`src/rtl/imem_arbiter_if.sv`:
```
// imem_arbiter_if
//   One requester port of the instruction-ROM arbiter: request channel
//   (valid/ready/address) and response channel (valid/ready/data).
//   modport master : the requester (CPU fetch path or debug/loader path)
//   modport slave  : the arbiter side
//   Signals:
//     req_valid  requester -> arbiter  read request
//     req_ready  arbiter -> requester  request granted this cycle
//     req_addr   requester -> arbiter  ROM word address
//     rsp_valid  arbiter -> requester  response available
//     rsp_ready  requester -> arbiter  response consumed
//     rsp_data   arbiter -> requester  read data (FIFO head)
interface imem_arbiter_if #(
  parameter int ADDR_W = 11,
  parameter int DATA_W = 32
);
  logic              req_valid;
  logic              req_ready;
  logic [ADDR_W-1:0] req_addr;
  logic              rsp_valid;
  logic              rsp_ready;
  logic [DATA_W-1:0] rsp_data;

  modport master (
    output req_valid, req_addr, rsp_ready,
    input  req_ready, rsp_valid, rsp_data
  );

  modport slave (
    input  req_valid, req_addr, rsp_ready,
    output req_ready, rsp_valid, rsp_data
  );
endinterface

```
`src/rtl/imem_arbiter.sv`:
```
// imem_arbiter
//   Shares a single-read-port, 1-cycle-latency instruction ROM between
//   port 0 (CPU fetch) and port 1 (debug/loader). One ROM read is issued
//   per cycle; each port gets its read data back in order through its own
//   2-entry response FIFO with valid/ready backpressure.
//   Ports:
//     clka       clock shared with the ROM
//     rsta       synchronous active-high reset
//     p0, p1     requester ports (imem_arbiter_if.slave)
//     rom_addra  ROM address (granted port's address, 0 when idle)
//     rom_rsta   ROM output reset, tied to rsta
//     rom_doa    ROM read data, valid the cycle after the address edge
//   Build option:
//     IMEM_ARB_FIXED_PRIO_EN  defined: port 0 always wins contention.
//                             undefined: round-robin between the ports.
module imem_arbiter #(
  parameter int ADDR_W = 11,
  parameter int DATA_W = 32
) (
  input  logic              clka,
  input  logic              rsta,
  imem_arbiter_if.slave     p0,
  imem_arbiter_if.slave     p1,
  output logic [ADDR_W-1:0] rom_addra,
  output logic              rom_rsta,
  input  logic [DATA_W-1:0] rom_doa
);

  logic [1:0]              w_req_valid;
  logic [1:0]              w_rsp_ready;
  logic [1:0]              w_push;
  logic [1:0]              w_pop;
  logic [1:0]              w_elig;
  logic [1:0]              w_cand;
  logic [1:0]              w_ready;
  logic [1:0]              w_grant;
  logic [1:0]              w_not_empty;
  logic [1:0][1:0]         w_cnt;
  logic [1:0][DATA_W-1:0]  w_rsp_data;
  logic                    w_favor0;

  // Outstanding-read tag: which port the ROM data of this cycle belongs to.
  logic                    r_tag_vld;
  logic                    r_tag_port;

  assign w_req_valid = {p1.req_valid, p0.req_valid};
  assign w_rsp_ready = {p1.rsp_ready, p0.rsp_ready};

  // Per-port response FIFO and eligibility.
  genvar gi;
  generate
    for (gi = 0; gi < 2; gi++) begin : g_port
      logic [DATA_W-1:0] r_mem [2];
      logic              r_wr_ptr;
      logic              r_rd_ptr;
      logic [1:0]        r_cnt;
      logic [1:0]        w_credit;

      assign w_push[gi]      = r_tag_vld && (r_tag_port == 1'(gi));
      assign w_not_empty[gi] = (r_cnt != 2'd0);
      assign w_pop[gi]       = w_not_empty[gi] && w_rsp_ready[gi];
      // Credit counts the in-flight read plus buffered entries, so a port
      // can never have more reads outstanding than its FIFO can hold.
      assign w_credit        = r_cnt + 2'(w_push[gi]);
      // At full credit a pop this cycle frees a slot just in time.
      assign w_elig[gi]      = (w_credit < 2'd2) || ((w_credit == 2'd2) && w_pop[gi]);
      assign w_cnt[gi]       = r_cnt;
      assign w_rsp_data[gi]  = r_mem[r_rd_ptr];

      always_ff @(posedge clka) begin
        if (rsta) begin
          r_wr_ptr <= 1'b0;
          r_rd_ptr <= 1'b0;
          r_cnt    <= 2'd0;
        end else begin
          if (w_push[gi]) r_wr_ptr <= ~r_wr_ptr;
          if (w_pop[gi])  r_rd_ptr <= ~r_rd_ptr;
          r_cnt <= r_cnt + 2'(w_push[gi]) - 2'(w_pop[gi]);
        end
      end

      // Storage has no reset; occupancy alone decides what is valid.
      always_ff @(posedge clka) begin
        if (w_push[gi]) r_mem[r_wr_ptr] <= rom_doa;
      end
    end
  endgenerate

  assign p0.rsp_valid = w_not_empty[0];
  assign p1.rsp_valid = w_not_empty[1];
  assign p0.rsp_data  = w_rsp_data[0];
  assign p1.rsp_data  = w_rsp_data[1];

`ifdef IMEM_ARB_FIXED_PRIO_EN
  assign w_favor0 = 1'b1;
`else
  // Last granted port; 1 out of reset so port 0 wins the first contention.
  logic r_last;

  always_ff @(posedge clka) begin
    if (rsta) begin
      r_last <= 1'b1;
    end else if (w_grant != 2'b00) begin
      r_last <= w_grant[1];
    end
  end

  assign w_favor0 = r_last;
`endif

  // A port is offered ready only if it is eligible and does not lose to a
  // contending port. Ready depends on the other port's valid, never its own.
  always_comb begin
    w_cand     = rsta ? 2'b00 : w_elig;
    w_ready    = 2'b00;
    w_ready[0] = w_cand[0] && (!(w_cand[1] && w_req_valid[1]) || w_favor0);
    w_ready[1] = w_cand[1] && (!(w_cand[0] && w_req_valid[0]) || !w_favor0);
    w_grant    = w_ready & w_req_valid;
  end

  assign p0.req_ready = w_ready[0];
  assign p1.req_ready = w_ready[1];

  always_comb begin
    rom_addra = '0;
    if (w_grant[0])      rom_addra = p0.req_addr;
    else if (w_grant[1]) rom_addra = p1.req_addr;
  end

  assign rom_rsta = rsta;

  always_ff @(posedge clka) begin
    if (rsta) begin
      r_tag_vld  <= 1'b0;
      r_tag_port <= 1'b0;
    end else begin
      r_tag_vld  <= w_grant[0] || w_grant[1];
      r_tag_port <= w_grant[1];
    end
  end

endmodule
```
`src/flat_wrapper.sv`:
```
// flat-port wrapper written by rule: the top's interface ports become plain ports
module imem_arbiter_flat 
#(
  parameter int ADDR_W = 11,
  parameter int DATA_W = 32
)
  (clka, rsta, rom_addra, rom_rsta, rom_doa, p0_req_valid, p0_req_addr, p0_rsp_ready, p0_req_ready, p0_rsp_valid, p0_rsp_data, p1_req_valid, p1_req_addr, p1_rsp_ready, p1_req_ready, p1_rsp_valid, p1_rsp_data);
  imem_arbiter_if #(.ADDR_W(ADDR_W), .DATA_W(DATA_W)) p0_i ();
  imem_arbiter_if #(.ADDR_W(ADDR_W), .DATA_W(DATA_W)) p1_i ();
  input  logic clka;
  input  logic rsta;
  output logic [ADDR_W-1:0] rom_addra;
  output logic rom_rsta;
  input  logic [DATA_W-1:0] rom_doa;
  input wire logic [$bits(p0_i.req_valid)-1:0] p0_req_valid;
  input wire logic [$bits(p0_i.req_addr)-1:0] p0_req_addr;
  input wire logic [$bits(p0_i.rsp_ready)-1:0] p0_rsp_ready;
  output wire logic [$bits(p0_i.req_ready)-1:0] p0_req_ready;
  output wire logic [$bits(p0_i.rsp_valid)-1:0] p0_rsp_valid;
  output wire logic [$bits(p0_i.rsp_data)-1:0] p0_rsp_data;
  input wire logic [$bits(p1_i.req_valid)-1:0] p1_req_valid;
  input wire logic [$bits(p1_i.req_addr)-1:0] p1_req_addr;
  input wire logic [$bits(p1_i.rsp_ready)-1:0] p1_rsp_ready;
  output wire logic [$bits(p1_i.req_ready)-1:0] p1_req_ready;
  output wire logic [$bits(p1_i.rsp_valid)-1:0] p1_rsp_valid;
  output wire logic [$bits(p1_i.rsp_data)-1:0] p1_rsp_data;
  assign p0_i.req_valid = p0_req_valid;
  assign p0_i.req_addr = p0_req_addr;
  assign p0_i.rsp_ready = p0_rsp_ready;
  assign p0_req_ready = p0_i.req_ready;
  assign p0_rsp_valid = p0_i.rsp_valid;
  assign p0_rsp_data = p0_i.rsp_data;
  assign p1_i.req_valid = p1_req_valid;
  assign p1_i.req_addr = p1_req_addr;
  assign p1_i.rsp_ready = p1_rsp_ready;
  assign p1_req_ready = p1_i.req_ready;
  assign p1_rsp_valid = p1_i.rsp_valid;
  assign p1_rsp_data = p1_i.rsp_data;
  imem_arbiter #(.ADDR_W(ADDR_W), .DATA_W(DATA_W)) u_core (.clka(clka), .rsta(rsta), .p0(p0_i), .p1(p1_i), .rom_addra(rom_addra), .rom_rsta(rom_rsta), .rom_doa(rom_doa));
endmodule
```
`config.mk`:
```
export PLATFORM = sky130hd
export DESIGN_NAME = imem_arbiter_flat
export DESIGN_NICKNAME = d
export VERILOG_FILES = /design/src/rtl/imem_arbiter_if.sv /design/src/rtl/imem_arbiter.sv /design/src/flat_wrapper.sv
export SDC_FILE = /design/constraint.sdc
export NUM_CORES = 1
export LEC_CHECK = 0
export ABC_CLOCK_PERIOD_IN_PS = 3200
export CAP_MARGIN = 20
export CORE_ASPECT_RATIO = 2
export CORE_MARGIN = 5
export CORE_UTILIZATION = 49
export CTS_CLUSTER_DIAMETER = 100
export DETAILED_ROUTE_END_ITERATION = 8
export GPL_TIMING_DRIVEN = 0
export PLACE_DENSITY = 0.76
export RECOVER_POWER = 25
export SLEW_MARGIN = 20
export SYNTH_ARGS = -nofsm -noshare
export SYNTH_HDL_FRONTEND = slang
export SYNTH_SLANG_ARGS = --single-unit
```
`constraint.sdc`:
```
create_clock -name clka -period 3.2 [get_ports clka]
set_input_delay 0.64 -clock clka [delete_from_list [all_inputs] [get_ports clka]]
set_output_delay 0.64 -clock clka [all_outputs]
set_load 0.1 [all_outputs]
```
==> reports/qor.csv, run 1 <==
metric;value;unit
antenna violations before repair;2;
cts hold-fix bufs;0;
net switching power figure;3.37;mW
# Max-Cap Violations;0;
H-tree lvl count;4;
Core Rows;55;
Slew Limit Fails;0;
full die area;0.0138;mm²
crit-path leading delay family;compound AO/OA/AOI/OAI gates;
crit path DAT;2.49;ns
Avg Vias per Cell;5.10;
Async S/R FF share, synth;0;%
Worst Min Path Start;u_core.g_port[0].r_rd_ptr$_SDFFE_PP0N_;
Switching Share;44.2;%
core outline area;0.0113;mm²
final setup skew;0.00705;ns
mean post-synth cell area;17.9;µm²
Worst setup startpoint;u_core.r_tag_vld$_SDFF_PP0_;
Die Wd;85.6;µm
Startpoint Class;flip-flop;
setup violators final;0;
ratio of cells with drive above 1 in the final layout;29.9;%
vias in the first global route;3531;
Detail Route Antenna Nets;0;
Relative slew margins;30.7;%
Layout Utilization;71.6;%
Worst EP required;2.56;ns
hpwl dp;8440;µm
Clk network pwr share;24.8;%
count of cell types in the netlist;34;
Fmax;320;MHz
die height;161;µm
Internal Power;4.26;mW
Bufs on Longest Clock Path;2;
post-synthesis register bit count;141;
Crit. End Element;primary output;
met2 usage;34.8;%
critical path class;reg2out;
Top Ports;140;
sum of negative setup slack;0;ns
Clk Latency, worst-skew pair;0.41;ns
Yosys warning total;0;
maximum number of pins on one net before global-route repair;23;
Max IR drop VDD;0.589;mV
WL/cell;19.4;µm
met1 track demand over resource;16.6;%
Reg-to-Reg Start;u_core.r_tag_port$_SDFF_PP0_;
Post-synth EDFFs;128;
cell with the most instances after synthesis;edfxtp_1;
1st-pass router iterations;6;
GR peak layer;met2;
Total Wirelength;12300;µm
syn_nets;376;
endpoints failing hold;0;
initial core utilization;49.7;%
Slowest Stage Delay on Critical Path;0.36;ns
fillers;806;
critical-path cell list;nand2_4 > inv_2 > ha_4 > and3b_2 > o221ai_4 > o211ai_4 > buf_8 > o32ai_4 > buf_12;
drc violations;0;
mapped cell area;0.00561;mm²
total grt overflow;0;
slew at the pin closest to its max-slew limit;1.04;ns
Syn-to-layout area delta;44.2;%
RSZ-0062 raised after global routing;yes;
Final Net Count;541;
CP Buf/Inv Count;3;
CTS tree;yes;
vias;3231;
Sink Count;141;
post-layout min period;3.13;ns
Worst Hold Class;reg2reg;
top_reg_cell synth;edfxtp_1;
outcome;complete, no violations;
Pwr Density;944;mW/mm²
M3 GR Usage;5.97;%
Pleak;2.90;nW
Final Cycle Share;97.7;%
cell taking the most area after synthesis;edfxtp_1;
synth cell count leaders;128 x edfxtp_1, 58 x mux2_2, 15 x nand2b_1;
crit-path max FO;5;
All-Layer GR Usage;18.2;%
Seq pwr share;29.7;%
Reg clk slew, reported paths;0.05;ns
GPL Wtd Cong;0.746;
Synth Instances;313;
TritonCTS Buffers;17;
Synth area leaders;edfxtp_1 69%, mux2_2 12%, dfxtp_1 4.6%, o32ai_2 2.9%, nand2b_1 1.7%;
Root Buffer;clkbuf_16;
Comb power frac;45.5;%
Synth top area share;68.5;%
IO buf count;138;
first-pass GRT wire length;18500;µm
Slowest-stage cell, CP;dfxtp_4;
Initial DRC Count;150;
post-synthesis sequential area ratio;73.2;%
state kept, by name, indices dropped and copies added, names as in the netlist, named ones only:
register and cells:
u_core.g_port.r_cnt 4, u_core.r_tag_vld 1, u_core.g_port.r_wr_ptr 2, u_core.g_port.r_mem 128
u_core.g_port.r_rd_ptr 2, u_core.r_tag_port 1, u_core.r_last 1
path summary, 6_finish.rpt:
kind,end,slack (ns),cells past startpoint
max,rom_addra[1],0.07,9
min,flip-flop,0.54,2
max reg2reg,u_core.g_port[0].r_mem[1][1]$_DFFE_PP_,1.39,4
min reg2reg,flip-flop,0.54,2
power by group through the flow:
| stage | Clock (mW) | Sequential (mW) | Combinational, mW |
|---|---|---|---|
| 2_1_floorplan | 0 | 2.28 | 2.70 |
| 3_3_place_gp | 0 | 2.29 | 3.46 |
| 3_5_place_dp | 0 | 2.30 | 3.51 |
| 6_report | 1.89 | 2.27 | 3.47 |
| 5_1_grt | 2.01 | 2.28 | 3.59 |
| 4_1_cts | 1.91 | 2.26 | 3.38 |
cell type report:
type                    count  area (µm²)  share of cell area [%]
repair buffers            146        1530                    18.9
well taps                 142         178                    2.20
clock buffers              19         433                    5.36
flip-flops and latches    141        4110                    50.8
multi-input cells         143        1550                    19.1
inverters                  14        52.6                   0.650
clock inverters            13         149                    1.84
plain buffers              15        87.6                    1.08
diodes                      1        2.50                  0.0310
per-layer routing:
| layer | wire length [µm] | vias up |
|---|---|---|
| li1 | - | 1521 |
| met1 | 4000 | 1577 |
| met2 | 7260 | 109 |
| met3 | 705 | 22 |
| met4 | 329 | 2 |
| met5 | 7 | - |
metrics by stage:
stage / cell area, µm² / power (mW) / hold slack (ns) / setup slack (ns) / instances
2_1_floorplan: 5630 / 4.98 / 0.481 / -0.191 / 313
3_3_place_gp: 7180 / 5.75 / 0.495 / -0.724 / 593
3_5_place_dp: 7300 / 5.81 / 0.510 / -0.754 / 597
4_1_cts: 7810 / 7.55 / 0.551 / 0.00183 / 629
5_1_grt: 8080 / 7.89 / 0.593 / -0.0388 / 634
6_report: 8080 / 7.63 / 0.544 / 0.0736 / 634
cell families after synthesis:
family / synth area share (%)
AOI/OAI and AO/OA: 4.95
xor gates and xnor gates: 1.09
adders and majority gates: 0.669
buffers and inverters: 2.43
DFF: 73.2
muxes: 12.9
and+or+nand+nor: 4.82
placed cells by master (no fill, tap or decap), drive strengths merged, types with 5 or more instances in the layout:
cell type and n:
dlygate4sd2 60, clkinvlp 5, o32ai 11, nand2b 15, xnor2 5, mux2 64, nor2 11, dlygate4sd3 22
inv 14, clkinv 5, dfxtp 13, clkbuf 25, edfxtp 128, clkdlybuf4s50 43, buf 29
worst reg2reg max path: stages, from the launching register on:
cell and delay [ns]:
dfxtp_2 0.34, buf_4 0.14, and2b_1 0.33, and2_2 0.48, buf_16 0.22
timing repair:
item,in CTS,in global routing
buffers inserted,0,3
cloned,0,1
pin swaps,1,5
endpoints found under the setup margin,73,12
gates resized for setup,144,43
(Power assumes the default switching activity.)
==> run 2, diff against run 1 <==
--- a/config.mk
+++ b/config.mk
@@ -6,7 +6,7 @@
 export NUM_CORES = 1
 export LEC_CHECK = 0
 export ABC_CLOCK_PERIOD_IN_PS = 3200
-export CAP_MARGIN = 20
+export CAP_MARGIN = 10
 export CORE_ASPECT_RATIO = 2
 export CORE_MARGIN = 5
 export CORE_UTILIZATION = 49
==> results of run 2 <==
The final DEF is identical to that of run 1; final timing and power are the same.
